### config.mk
export PLATFORM = sky130hd
export DESIGN_NAME = rcv_fifo_buffer
export DESIGN_NICKNAME = d
export VERILOG_FILES = /design/src/rtl/rcv_fifo_buffer.sv
export SDC_FILE = /design/constraint.sdc
export NUM_CORES = 1
export LEC_CHECK = 0
export ABC_CLOCK_PERIOD_IN_PS = 2600
export BUFFER_PORTS_ARGS = -buffer_cell sky130_fd_sc_hd__buf_2
export CAP_MARGIN = 0
export CORE_UTILIZATION = 46
export CTS_BUF_LIST = sky130_fd_sc_hd__clkbuf_8
export CTS_CLUSTER_DIAMETER = 150
export DETAILED_ROUTE_END_ITERATION = 8
export HOLD_SLACK_MARGIN = 0.12
export PLACE_DENSITY_LB_ADDON = 0.12
export SLEW_MARGIN = 40
export SYNTH_ARGS = -nofsm -noshare
export SYNTH_HDL_FRONTEND = slang
export SYNTH_SLANG_ARGS = --single-unit
export TNS_END_PERCENT = 20
### constraint.sdc
create_clock -name clk -period 2.6 [get_ports clk]
set_input_delay 0.26 -clock clk [delete_from_list [all_inputs] [get_ports clk]]
set_output_delay 0.26 -clock clk [all_outputs]
set_load 0.01 [all_outputs]
### src/rtl/rcv_fifo_buffer.sv
// Receive-side show-ahead FIFO with wrap-toggled head/tail pointers, occupancy count,
// sticky overflow/underflow flags and a synchronous clear.
module rcv_fifo_buffer #(
    parameter int unsigned DATA_WIDTH = 8,
    parameter int unsigned DEPTH      = 3,
    localparam int unsigned PTR_W     = (DEPTH > 1) ? $clog2(DEPTH) : 1,
    localparam int unsigned CNT_W     = $clog2(DEPTH + 1)
) (
    input  logic                  clk,
    input  logic                  n_rst,
    input  logic                  clear,
    input  logic                  wr_en,
    input  logic [DATA_WIDTH-1:0] wr_data,
    input  logic                  rd_en,
    output logic [DATA_WIDTH-1:0] rd_data,
    output logic                  full,
    output logic                  empty,
    output logic [CNT_W-1:0]      count,
    output logic [PTR_W-1:0]      head_ptr,
    output logic [PTR_W-1:0]      tail_ptr,
    output logic                  overflow_err,
    output logic                  underflow_err
);

    localparam logic [PTR_W-1:0] LAST_ROW = PTR_W'(DEPTH - 1);

    logic [DATA_WIDTH-1:0] mem [DEPTH];
    logic                  head_tog;
    logic                  tail_tog;
    logic                  wr_acc;
    logic                  rd_acc;
    logic [PTR_W-1:0]      head_nxt;
    logic [PTR_W-1:0]      tail_nxt;
    logic                  head_wrap;
    logic                  tail_wrap;

    // Full/empty come only from registered pointer state, never from the requests.
    always_comb begin
        empty = (head_ptr == tail_ptr) && (head_tog == tail_tog);
        full  = (head_ptr == tail_ptr) && (head_tog != tail_tog);
    end

    always_comb begin
        wr_acc    = wr_en && !full;
        rd_acc    = rd_en && !empty;
        head_wrap = (head_ptr == LAST_ROW);
        tail_wrap = (tail_ptr == LAST_ROW);
        head_nxt  = head_wrap ? '0 : head_ptr + PTR_W'(1);
        tail_nxt  = tail_wrap ? '0 : tail_ptr + PTR_W'(1);
    end

    // Pointer, toggle, occupancy and error-flag state; clear outranks any request.
    always_ff @(posedge clk or negedge n_rst) begin
        if (!n_rst) begin
            head_ptr      <= '0;
            tail_ptr      <= '0;
            head_tog      <= 1'b0;
            tail_tog      <= 1'b0;
            count         <= '0;
            overflow_err  <= 1'b0;
            underflow_err <= 1'b0;
        end else if (clear) begin
            head_ptr      <= '0;
            tail_ptr      <= '0;
            head_tog      <= 1'b0;
            tail_tog      <= 1'b0;
            count         <= '0;
            overflow_err  <= 1'b0;
            underflow_err <= 1'b0;
        end else begin
            if (wr_acc) begin
                head_ptr <= head_nxt;
                if (head_wrap) head_tog <= ~head_tog;
            end
            if (rd_acc) begin
                tail_ptr <= tail_nxt;
                if (tail_wrap) tail_tog <= ~tail_tog;
            end
            case ({wr_acc, rd_acc})
                2'b10:   count <= count + CNT_W'(1);
                2'b01:   count <= count - CNT_W'(1);
                default: count <= count;
            endcase
            if (wr_en && full)  overflow_err  <= 1'b1;
            if (rd_en && empty) underflow_err <= 1'b1;
        end
    end

    // Storage is not reset; a flushed FIFO simply reports empty.
    always_ff @(posedge clk) begin
        if (!clear && wr_acc) mem[head_ptr] <= wr_data;
    end

    assign rd_data = mem[tail_ptr];

endmodule

After elaboration in Yosys (flattened, before gate mapping)
Memory sizes are Yosys's and may differ from the RTL's. Index checks and enable logic that the tools add are counted.

Reduce and logical (&&, ||, !) cells: 19. Bitwise operators: 2. Muxes and demuxes: 20. Order comparisons: 0. Add/subtract/negate cells: 4. $mul: 0. Divide/modulo/power cells: 0. Shifts and indexed selects: 0. Equality and inequality tests: 7.

Operators with widths (count): two-way mux 2 bit (7); two-way mux 1 bit (12); nonzero test 2 bit (6); logical AND 1 bit (7); adder 2 x 1 -> 2 bit, second input constant (3); == test 2 bit, second input constant (3); case mux 2 bit (2 select lines) (1); AND reduction 2 bit (2); zero test 1 bit (3); nonzero test 3 bit (1); == test 2 x 1 -> 1 bit, second input constant (1); == test 2 bit (1); NOT 1 bit (2); subtractor 2 x 1 -> 2 bit, second input constant (1); == test 1 bit (1); inequality test 1 bit (1).

Word-level logic and storage cells: 60. Bits in registers: 10. Latch bits: 0. Bits of input ports: 13. Output and inout bits: 18. Memory bits (writable): 24. Bits in read-only memories: 0. Memories: 1.

Memory list: mem (depth 3, bits a word 8, rd ports 1, clocked after Yosys merged registers in 0, write ports 1, line 27) `logic [DATA_WIDTH-1:0] mem [DEPTH];`.

Depth between registers and ports, before layout
Gate-level depths: netlist (run 1).

Depth after elaboration: 7. Gate-level depth with buffers: 6.

Worst setup path after synthesis (run 1)
No wires, ideal clock.

Path kind: register to register. Start: reg head_ptr[0]. End: mem mem[1][0] (enable). Path buffers: 1. Slack: 0.300 ns. Stages on the path, launching flop included: 6. Data arrival time: 1.903 ns. Clock period less this slack: 2.300 ns. Required time: 2.202 ns. Cell sequence: dfrtp_1 -> buf_6 -> xnor2_2 -> nand3_2 -> nand2_2 -> nor4b_1.

Cells in the longest elaborated chain, start to end: 7.

Ends and longest elaborated chain: from (decl) (line 19) `output logic [PTR_W-1:0] head_ptr,`; from (signal assigned) (line 72) `head_ptr <= head_nxt;`; == test 2 bit (line 40) `full = (head_ptr == tail_ptr) && (head_tog != tail_tog);`; logical AND 1 bit (line 40); zero test 1 bit (line 44) `wr_acc = wr_en && !full;`; logical AND 1 bit (line 44); logical AND 1 bit (line 91) `if (!clear && wr_acc) mem[head_ptr] <= wr_data;`; two-way mux 1 bit (line 91); two-way mux 1 bit (not written as such) (line 91); to (decl) (line 27).

Several ways; a longest one is shown, not always the timed one.

Worst setup path after layout (run 1)
Start: reg head_ptr[0]. End: mem mem[1][4] (enable).

Same word-level chain as after synthesis.

==> results.json, run 1 <==
{
  "drc": 0,
  "timing.fmax_mhz": 562,
  "cpPeakStageDelay_ns": 0.49,
  "final_antenna_net_count": 0,
  "internal_power_w": 0.000996,
  "cp_cell_sequence": "xnor2_2 -> nand3_2 -> nand2_2 -> nor4b_2 -> buf_4",
  "grt_pass1_vias": 974,
  "overflow": 0,
  "grt_pass1_wl_um": 4470,
  "portBuffers": 30,
  "syn_to_final_growth_pct": 21.9,
  "gp_congestion": 0.732,
  "dp.cells": 188,
  "clock_sinks": 34,
  "stdcell_count": 196,
  "diodes": 0,
  "synth.most_common_cell": "edfxtp_1",
  "nFillCells": 262,
  "power_frac_comb_pct": 18.1,
  "min_path_type": "in -> reg",
  "min_period_ns": 1.78,
  "detail_route.vias_per_cell": 4.92,
  "rsz0062_at_grt": "no",
  "cap_violations": 0,
  "period_share_pct": 68.4,
  "antenna_found_initial": 0,
  "cp_max_fo": 9,
  "slowest_stage": "dfrtp_1",
  "cts.path.max_buffers": 2,
  "dieArea_um2": 3500,
  "start_kind": "register",
  "netlist_instances": 116,
  "worstSetupPathType": "reg -> reg",
  "dr.first_iter.drc_count": 20,
  "ys_async_sr_fraction_pct": 29.4,
  "synthesis.nets": 129,
  "dr.pass1.iters": 4,
  "core_area_um2": 3080,
  "wire_per_inst_um": 14.3,
  "drv_slew": 0,
  "netSwitchingPower_w": 0.000332,
  "swShare_pct": 25.0,
  "setup_slack_ns": 0.822,
  "slew_headroom_pct": 78.9,
  "num_rows": 20,
  "place_hpwl_um": 1890,
  "synth.distinct_cells": 27,
  "status": "finished clean",
  "worstSkewPairLatency_ns": 0.28,
  "power_w": 0.00133,
  "crit_family": "simple AND/OR/NAND/NOR gates",
  "endpoint_kind": "register",
  "avgSynthCellArea_um2": 13.0,
  "start_util_pct": 48.9,
  "finalSetupViolCount": 0,
  "synth_top_area_cell": "edfxtp_1",
  "cp.arrival_ns": 1.76,
  "worst_pin_slew_ns": 0.316,
  "grt_use_total_pct": 17.9,
  "synth_top_area_share_pct": 47.9,
  "crit_buf_inv": 1,
  "ir_drop_uv": 639,
  "power_density_nw_per_um2": 724,
  "ys_ff_latch": 34,
  "synth_flop_cell": "edfxtp_1",
  "dp_worst_setup_slack_ns": 0.812,
  "layout-drive-gt1-share_pct": 34.2,
  "synthTopCellsByCount": "24 x edfxtp_1, 14 x nand2_1",
  "cts_root_buffer": "clkbuf_8",
  "hold_violations": 0,
  "synth_edf_count": 24,
  "ios": 31,
  "yosys_warnings": 0,
  "p_leak_nw": 0.736,
  "post_cts_buffers": 0,
  "p_seq_share_pct": 47.6,
  "clkTransAtPathRegs_ns": 0.07,
  "yosys-top-cells-area": "edfxtp_1 48%, dfrtp_1 17%, mux2i_1 6.7%",
  "utilization_pct": 59.6,
  "die_w_um": 59.2,
  "vias": 964,
  "finClkSkew_ns": 0.00631,
  "h-tree-depth": 2,
  "wl_um": 2800,
  "nets": 165,
  "cts_tree": "yes",
  "numCtsBuffers": 5,
  "critPathRequiredTime_ns": 2.59,
  "cts_resized": 0,
  "tns_ns": 0,
  "grt_max_degree": 22,
  "syn-cell-area_um2": 1510,
  "yosysSeqAreaShare_pct": 64.5,
  "die_y_um": 59.2,
  "clkPwrFrac_pct": 34.3
}
-- metrics by stage --
step	cell area [um2]	hold WS (ns)
2_1_floorplan	1510	-0.0356
3_3_place_gp	1720	0.127
3_5_place_dp	1720	0.133
4_1_cts	1830	0.173
5_1_grt	1830	0.171
6_report	1830	0.184
-- power groups by stage --
stage               sequential (W)  clock (W)  combinational [W]
floorplan                 0.000645          0           0.000154
global placement          0.000641          0           0.000237
detailed placement        0.000643          0           0.000241
CTS                       0.000632   0.000465           0.000243
global route              0.000636   0.000488           0.000264
finish                    0.000632   0.000455           0.000241
-- final timing paths --
check | from | to | slack (ns) | depth (start not counted)
max in group asynchronous | n_rst | count[1]$_DFFE_PN0P_ | 2.05 | 2
min reg2reg | underflow_err$_DFFE_PN0P_ | underflow_err$_DFFE_PN0P_ | 0.50 | 2
min | wr_data[7] | mem[2][7]$_DFFE_PP_ | 0.18 | 1
min in group asynchronous | n_rst | count[0]$_DFFE_PN0P_ | 0.37 | 2
max | head_ptr[0]$_DFFE_PN0P_ | mem[1][4]$_DFFE_PP_ | 0.82 | 5
max reg2reg | head_ptr[0]$_DFFE_PN0P_ | mem[1][4]$_DFFE_PP_ | 0.82 | 5
-- cell type report --
type,instances,area (um2),area share [%]
Sequential cell,34,971,52.9
Tap cell,44,55.1,3.00
Timing Repair Buffer,36,198,10.8
Clock inverter,2,33.8,1.84
Clock buffer,5,68.8,3.75
Inverter,2,7.51,0.409
Multi-Input combinational cell,73,500,27.3
-- registers in the layout, indices dropped and copies added (netlist names) --
| signal | flops |
|---|---|
| mem | 24 |
| count | 2 |
| head_ptr | 2 |
| tail_ptr | 2 |
| head_tog | 1 |
| overflow_err | 1 |
| tail_tog | 1 |
| underflow_err | 1 |
-- cells by family (layout without fill, tap and decap cells) --
family                 count (synthesis)  in the layout  share of synthesized area, %
AND/OR/NAND/NOR                       38             38                          13.0
buffers and inverters                  9             45                          3.49
flip-flops                            34             34                          64.5
XOR/XNOR                               7              7                          5.07
multiplexers                          11             11                          7.40
AO/OA/AOI/OAI                         17             17                          6.57
-- what timing repair did --
item	in CTS	in global routing
hold buffers	1	0
endpoints found under the hold margin	10	0
endpoints found under the setup margin	0	0
-- cell usage in the layout (no fill, tap or decap), types with 2 or more instances in the layout --
master / synthesis / routed
nand2_1: 14 / 14
dfrtp_1: 10 / 10
mux2i_1: 10 / 10
nor2b_1: 3 / 3
buf_2: 0 / 30
edfxtp_1: 24 / 24
nand4b_1: 3 / 3
buf_4: 1 / 5
clkbuf_8: 0 / 5
nor4b_2: 0 / 2
xnor2_2: 2 / 2
xnor2_1: 2 / 2
nor2_1: 10 / 10
a21oi_1: 5 / 5
o21ai_1: 10 / 10
inv_2: 2 / 2
xor2_1: 3 / 3
-- routing by layer --
| metal | part of all wire (%) | track usage (%) | vias up |
|---|---|---|---|
| met3 | 3.3 | 5.02 | 2 |
| met4 | 0.86 | 6.12 | 0 |
| met1 | 48 | 22.9 | 461 |
| met2 | 48 | 29.2 | 17 |
| li1 | - | - | 484 |
| met5 | 0 | 0 | - |
Power figures use the tool's default switching activity.
==> run 2: changes to the inputs <==
--- a/config.mk
+++ b/config.mk
@@ -5,7 +5,7 @@
 export SDC_FILE = /design/constraint.sdc
 export NUM_CORES = 1
 export LEC_CHECK = 0
-export ABC_CLOCK_PERIOD_IN_PS = 2600
+export ABC_CLOCK_PERIOD_IN_PS = 1600
 export BUFFER_PORTS_ARGS = -buffer_cell sky130_fd_sc_hd__buf_2
 export CAP_MARGIN = 0
 export CORE_UTILIZATION = 46
==> constraint.sdc (replaced) <==
create_clock -name clk -period 1.6 [get_ports clk]
set_input_delay 0.16 -clock clk [delete_from_list [all_inputs] [get_ports clk]]
set_output_delay 0.16 -clock clk [all_outputs]
set_load 0.01 [all_outputs]
==> results.json, run 2 (synthesis gave the netlist of run 1 again) <==
{
  "status": "finished with violations",
  "violations": "setup timing",
  "wl_um": 3070,
  "overflow": 0,
  "dr.pass1.iters": 4,
  "drv_slew": 0,
  "hold_violations": 0,
  "min_path_type": "in -> reg",
  "nFillCells": 228,
  "final_common_cell": "buf_2",
  "power_density_nw_per_um2": 1020,
  "clkTransAtPathRegs_ns": 0.07,
  "worst_pin_slew_ns": 0.350,
  "grt_max_degree": 22,
  "hold_ws_ns": 0.245,
  "cts_root_buffer": "clkbuf_8",
  "detail_route.vias_per_cell": 4.87,
  "place_hpwl_um": 1920,
  "cp-endpoint": "count[1]$_DFFE_PN0P_",
  "dieArea_um2": 3500,
  "timing.fmax_mhz": 606,
  "setup_slack_ns": -0.0501,
  "start_kind": "register",
  "p_leak_nw": 0.836,
  "rsz0062_at_grt": "yes",
  "layout-drive-gt1-share_pct": 41.3,
  "ios": 31,
  "grt_pass1_vias": 928,
  "start_util_pct": 48.9,
  "r2r_start": "tail_ptr[1]$_DFFE_PN0P_",
  "cp.arrival_ns": 1.82,
  "die_y_um": 59.2,
  "grt_use_total_pct": 19.1,
  "clock_sinks": 34,
  "critPathRequiredTime_ns": 1.77,
  "h-tree-depth": 2,
  "crit_family": "flip-flops",
  "grt_pass1_wl_um": 4530,
  "cts_tree": "yes",
  "core_area_um2": 3080,
  "worstSetupPathType": "reg -> reg",
  "die_w_um": 59.2,
  "cp_max_fo": 4,
  "min_period_ns": 1.65,
  "layout_common_cells": "28 x buf_2, 24 x edfxtp_1, 14 x nand2_1",
  "vias": 1051,
  "portBuffers": 30,
  "r2r_setup_slack_ns": -0.05,
  "rr_worst_depth": 5,
  "ir_drop_uv": 556,
  "wire_per_inst_um": 14.2,
  "slowest_stage": "dfrtp_2",
  "r2r-end": "count[1]$_DFFE_PN0P_",
  "nets": 184,
  "finClkSkew_ns": 0.00378,
  "dr.first_iter.drc_count": 38,
  "cpPeakStageDelay_ns": 0.44,
  "max_flop_register": "mem",
  "finalSetupViolCount": 5,
  "cp_cell_sequence": "xnor2_4 -> and2_4 -> o21ai_2 -> a32oi_1 -> mux2_1",
  "endpoint_kind": "register",
  "cts.path.max_buffers": 2,
  "largest_reg_flops": 24,
  "worstSkewPairLatency_ns": 0.28,
  "utilization_pct": 69.0,
  "numCtsBuffers": 5,
  "cp-startpoint": "tail_ptr[1]$_DFFE_PN0P_",
  "cap_violations": 0,
  "diodes": 0,
  "num_rows": 20,
  "slew_headroom_pct": 76.7,
  "drc": 0,
  "syn_to_final_growth_pct": 41.1,
  "antenna_found_initial": 0,
  "crit_buf_inv": 0,
  "period_share_pct": 103,
  "gp_congestion": 0.767,
  "final_antenna_net_count": 0,
  "cp.depth": 5
}
## run 2: cell types whose count changed in the layout (fill, tap and decap cells not counted), moves of 3 or more
cell,before,now
buf_4,5,9
buf_6,0,9
dfrtp_1,10,7
dfrtp_2,0,3
dlygate4sd3_1,1,9
xnor2_4,0,3
## run 2: worst min-delay path by stage
| stage | slack [ns] | end | cells after the start | start |
|---|---|---|---|---|
| after floorplan | -0.14 | count[0]$_DFFE_PN0P_ | 0 | n_rst |
| after global placement | 0.04 | overflow_err$_DFFE_PN0P_ | 1 | n_rst |
| after detailed placement | 0.04 | overflow_err$_DFFE_PN0P_ | 1 | n_rst |
| after CTS | 0.22 | underflow_err$_DFFE_PN0P_ | 3 | rd_en |
| after global routing | 0.27 | underflow_err$_DFFE_PN0P_ | 3 | rd_en |
| final | 0.24 | underflow_err$_DFFE_PN0P_ | 3 | rd_en |
## run 2: layout make-up
| type | instances | area, um2 | area share [%] |
|---|---|---|---|
| sequential | 34 | 975 | 45.9 |
| multi-input combinational | 73 | 597 | 28.1 |
| timing repair buffer | 55 | 399 | 18.8 |
| clock buffer | 5 | 68.8 | 3.24 |
| tap | 44 | 55.1 | 2.59 |
| clock inverter | 3 | 16.3 | 0.766 |
| inverter | 2 | 12.5 | 0.589 |
## run 2: repair_timing
item                                   CTS  global route
pin swaps                                5             4
buffers inserted                         2             3
hold buffers                             9             0
resized for setup                        8            11
endpoints found under the hold margin   34             0
cloned                                   0             0
setup endpoints to repair               12            28
## run 2: per-layer routing
layer | wire length, um | vias to the layer above | GRT usage [%]
met1 | 1420 | 489 | 25.3
met5 | 0 | - | 0
li1 | - | 522 | -
met2 | 1450 | 32 | 28.1
met3 | 139 | 8 | 6.77
met4 | 68 | 0 | 9.18
## run 2: where the power goes
| part | internal [W] | total, W | switching (W) |
|---|---|---|---|
| registers | 0.000993 | 0.00103 | 0.0000359 |
| logic | 0.000271 | 0.000532 | 0.000261 |
| clock network | 0.000297 | 0.000598 | 0.000301 |
| total | 0.00156 | 0.00216 | 0.000598 |
## run 2: worst reg2reg max path, delay by kind of cell, from the launching register on
family          cells  cell delay [ns]
xor+xnor            1             0.25
compound gates      2             0.29
simple gates        1             0.21
mux                 1             0.35
flops               1             0.44
## run 2: through the flow
step,setup slack (ns),cells,total power [W],area [um2],setup TNS [ns]
global route,-0.0803,216,0.00226,2120,-0.780
CTS,-0.0161,213,0.00214,2070,-0.0291
detailed placement,-0.00337,194,0.00148,1830,-0.0266
floorplan,-0.157,116,0.00133,1590,-2.23
finish,-0.0501,216,0.00216,2120,-0.0664
global placement,0.0284,194,0.00148,1830,0
==> run 3: changes to the inputs <==
--- a/config.mk
+++ b/config.mk
@@ -5,6 +5,7 @@
 export SDC_FILE = /design/constraint.sdc
 export NUM_CORES = 1
 export LEC_CHECK = 0
+export ABC_AREA = 1
 export ABC_CLOCK_PERIOD_IN_PS = 1600
 export BUFFER_PORTS_ARGS = -buffer_cell sky130_fd_sc_hd__buf_2
 export CAP_MARGIN = 0
==> results.json, run 3 <==
{
  "start_util_pct": 50.3,
  "vias": 1112,
  "detail_route.vias_per_cell": 4.92,
  "utilization_pct": 67.5,
  "overflow": 0,
  "cts_root_buffer": "clkbuf_8",
  "place_hpwl_um": 2080,
  "finalSetupViolCount": 0,
  "numCtsBuffers": 5,
  "worstSetupPathType": "reg -> out",
  "synthTopCellsByCount": "50 x nand2_1, 24 x edfxtp_1, 12 x nand3_1",
  "seq_area_um2": 971,
  "syn-cell-area_um2": 1430,
  "period_share_pct": 94.8,
  "worstSkewPairLatency_ns": 0.28,
  "hold_ws_ns": 0.164,
  "layout-drive-gt1-share_pct": 34.9,
  "r2r_start": "head_ptr[0]$_DFFE_PN0P_",
  "cp-startpoint": "tail_ptr[1]$_DFFE_PN0P_",
  "slew_headroom_pct": 83.4,
  "power_density_nw_per_um2": 1090,
  "worst_pin_slew_ns": 0.249,
  "syn_to_final_growth_pct": 34.2,
  "ios": 31,
  "clkPwrFrac_pct": 27.5,
  "netlist_instances": 138,
  "synth.most_common_cell": "nand2_1",
  "hold_violations": 0,
  "netSwitchingPower_w": 0.000600,
  "swShare_pct": 28.6,
  "core_area_um2": 2850,
  "multi_input_area_um2": 443,
  "max_flop_register": "mem",
  "yosys_warnings": 0,
  "clkTransAtPathRegs_ns": 0.06,
  "stdcell_count": 226,
  "finClkSkew_ns": 0.00418,
  "avgSynthCellArea_um2": 10.4,
  "min_path_type": "in -> reg",
  "gr-usage-met3_pct": 4.91,
  "rsz0062_at_grt": "no",
  "die_w_um": 57.8,
  "yosysSeqAreaShare_pct": 67.7,
  "grtUsageMet2_pct": 31.2,
  "min_period_ns": 1.52,
  "clock_sinks": 34,
  "start_kind": "register",
  "cts.path.max_buffers": 2,
  "synth.distinct_cells": 19,
  "met1_usage_pct": 26.4,
  "drv_slew": 0,
  "ir_drop_uv": 633,
  "h-tree-depth": 2,
  "synth_top_area_share_pct": 50.3,
  "grt_busiest_layer": "met2",
  "wire_per_inst_um": 13.2,
  "largest_reg_flops": 24,
  "num_rows": 19,
  "p_leak_nw": 0.879,
  "final_common_cell": "nand2_1",
  "cp_max_fo": 12,
  "synthesis.nets": 151,
  "ys_async_sr_fraction_pct": 29.4,
  "internal_power_w": 0.00150,
  "hp-start": "rd_en",
  "endpoint_kind": "primary output",
  "final_antenna_net_count": 0,
  "drc": 2,
  "layout_common_cells": "49 x nand2_1, 30 x buf_2, 24 x edfxtp_1",
  "portBuffers": 30,
  "violations": "DRC",
  "dr.pass1.iters": 6,
  "cts_tree": "yes",
  "tns_ns": 0,
  "nets": 208,
  "timing.fmax_mhz": 660,
  "grt_max_degree": 13,
  "cap_violations": 0,
  "die_y_um": 57.8,
  "nFillCells": 233,
  "status": "finished with violations",
  "gp_congestion": 0.755,
  "yosys-top-cells-area": "edfxtp_1 50%, dfrtp_1 17%, nand2_1 13%",
  "synth_flop_cell": "edfxtp_1",
  "synth_top_area_cell": "edfxtp_1",
  "dp.cells": 207,
  "grt_pass1_vias": 1046,
  "diodes": 0,
  "dieArea_um2": 3340,
  "power_frac_comb_pct": 23.7,
  "ys_ff_latch": 34,
  "p_seq_share_pct": 48.8,
  "wl_um": 2980,
  "antenna_found_initial": 0,
  "grt_use_total_pct": 19.6,
  "critPathRequiredTime_ns": 1.44,
  "cp.arrival_ns": 1.36,
  "dr.first_iter.drc_count": 32,
  "synth_edf_count": 24,
  "grt_pass1_wl_um": 4720
}
-- run 3: cell types whose count changed after synthesis, sizes merged, moves of 3 or more --
cell	previous run	this run
nand2	15	56
nand3	2	14
mux2i	10	0
inv	2	11
o21ai	10	5
buf	5	1
a21oi	5	2
nand4b	3	0
nor2b	3	0
xnor2	4	1
xor2	3	0
-- run 3: area by class of cell --
type / count / share of cell area [%]
clock buffer: 5 / 3.58
timing repair buffer: 51 / 18.1
tap: 31 / 2.02
inverter: 12 / 2.34
clock inverter: 2 / 0.520
sequential: 34 / 50.5
multi-input combinational: 91 / 23.0
-- run 3: path summary, 6_finish.rpt --
path	endpoint	slack, ns	depth (start not counted)
min	underflow_err$_DFFE_PN0P_	0.16	3
max	rd_data[0]	0.08	6
min reg2reg	underflow_err$_DFFE_PN0P_	0.50	2
min in group asynchronous	count[1]$_DFFE_PN0P_	0.27	2
max in group asynchronous	tail_ptr[0]$_DFFE_PN0P_	1.12	2
max reg2reg	mem[0][0]$_DFFE_PP_	0.10	9
-- run 3: cell families after synthesis --
kind of cell | after synthesis | synth area share, %
and+or+nand+nor | 81 | 24.9
DFF | 34 | 67.7
buffers and inverters | 13 | 3.49
AOI/OAI and AO/OA | 9 | 3.32
xor gates and xnor gates | 1 | 0.611
-- run 3: what timing repair did --
item / in CTS / in global routing
resized for setup: 4 / 9
pin swaps: 0 / 3
setup buffers: 0 / 2
hold buffers: 10 / 0
hold endpoints to repair: 36 / 0
endpoints found under the setup margin: 8 / 33
-- run 3: per-stage QoR --
step | area, um2 | setup WS, ns | total power, W
2_1_floorplan | 1430 | -0.0698 | 0.00129
3_3_place_gp | 1690 | 0.125 | 0.00147
3_5_place_dp | 1690 | 0.0596 | 0.00148
4_1_cts | 1880 | 0.0248 | 0.00208
5_1_grt | 1920 | 0.00300 | 0.00221
6_report | 1920 | 0.0838 | 0.00210
-- run 3: power groups by stage --
| stage | clock network [W] | registers, W | logic (W) |
|---|---|---|---|
| global route | 0.000632 | 0.00103 | 0.000547 |
| floorplan | 0 | 0.00105 | 0.000236 |
| global placement | 0 | 0.00104 | 0.000429 |
| detailed placement | 0 | 0.00104 | 0.000437 |
| finish | 0.000578 | 0.00102 | 0.000498 |
| CTS | 0.000591 | 0.00102 | 0.000468 |
-- run 3: metal layers --
| metal | share of wire, % | wire length (um) |
|---|---|---|
| met1 | 45 | 1330 |
| met2 | 49 | 1470 |
| met3 | 4.9 | 145 |
| met4 | 1.0 | 31 |
| met5 | 0 | 0 |
-- run 3: worst max-delay path: stages, from the launching register on --
cell	delay [ns]
dfrtp_1	0.41
buf_6	0.17
nor2_2	0.12
buf_6	0.13
nand2_1	0.05
nand3_1	0.07
buf_2	0.13
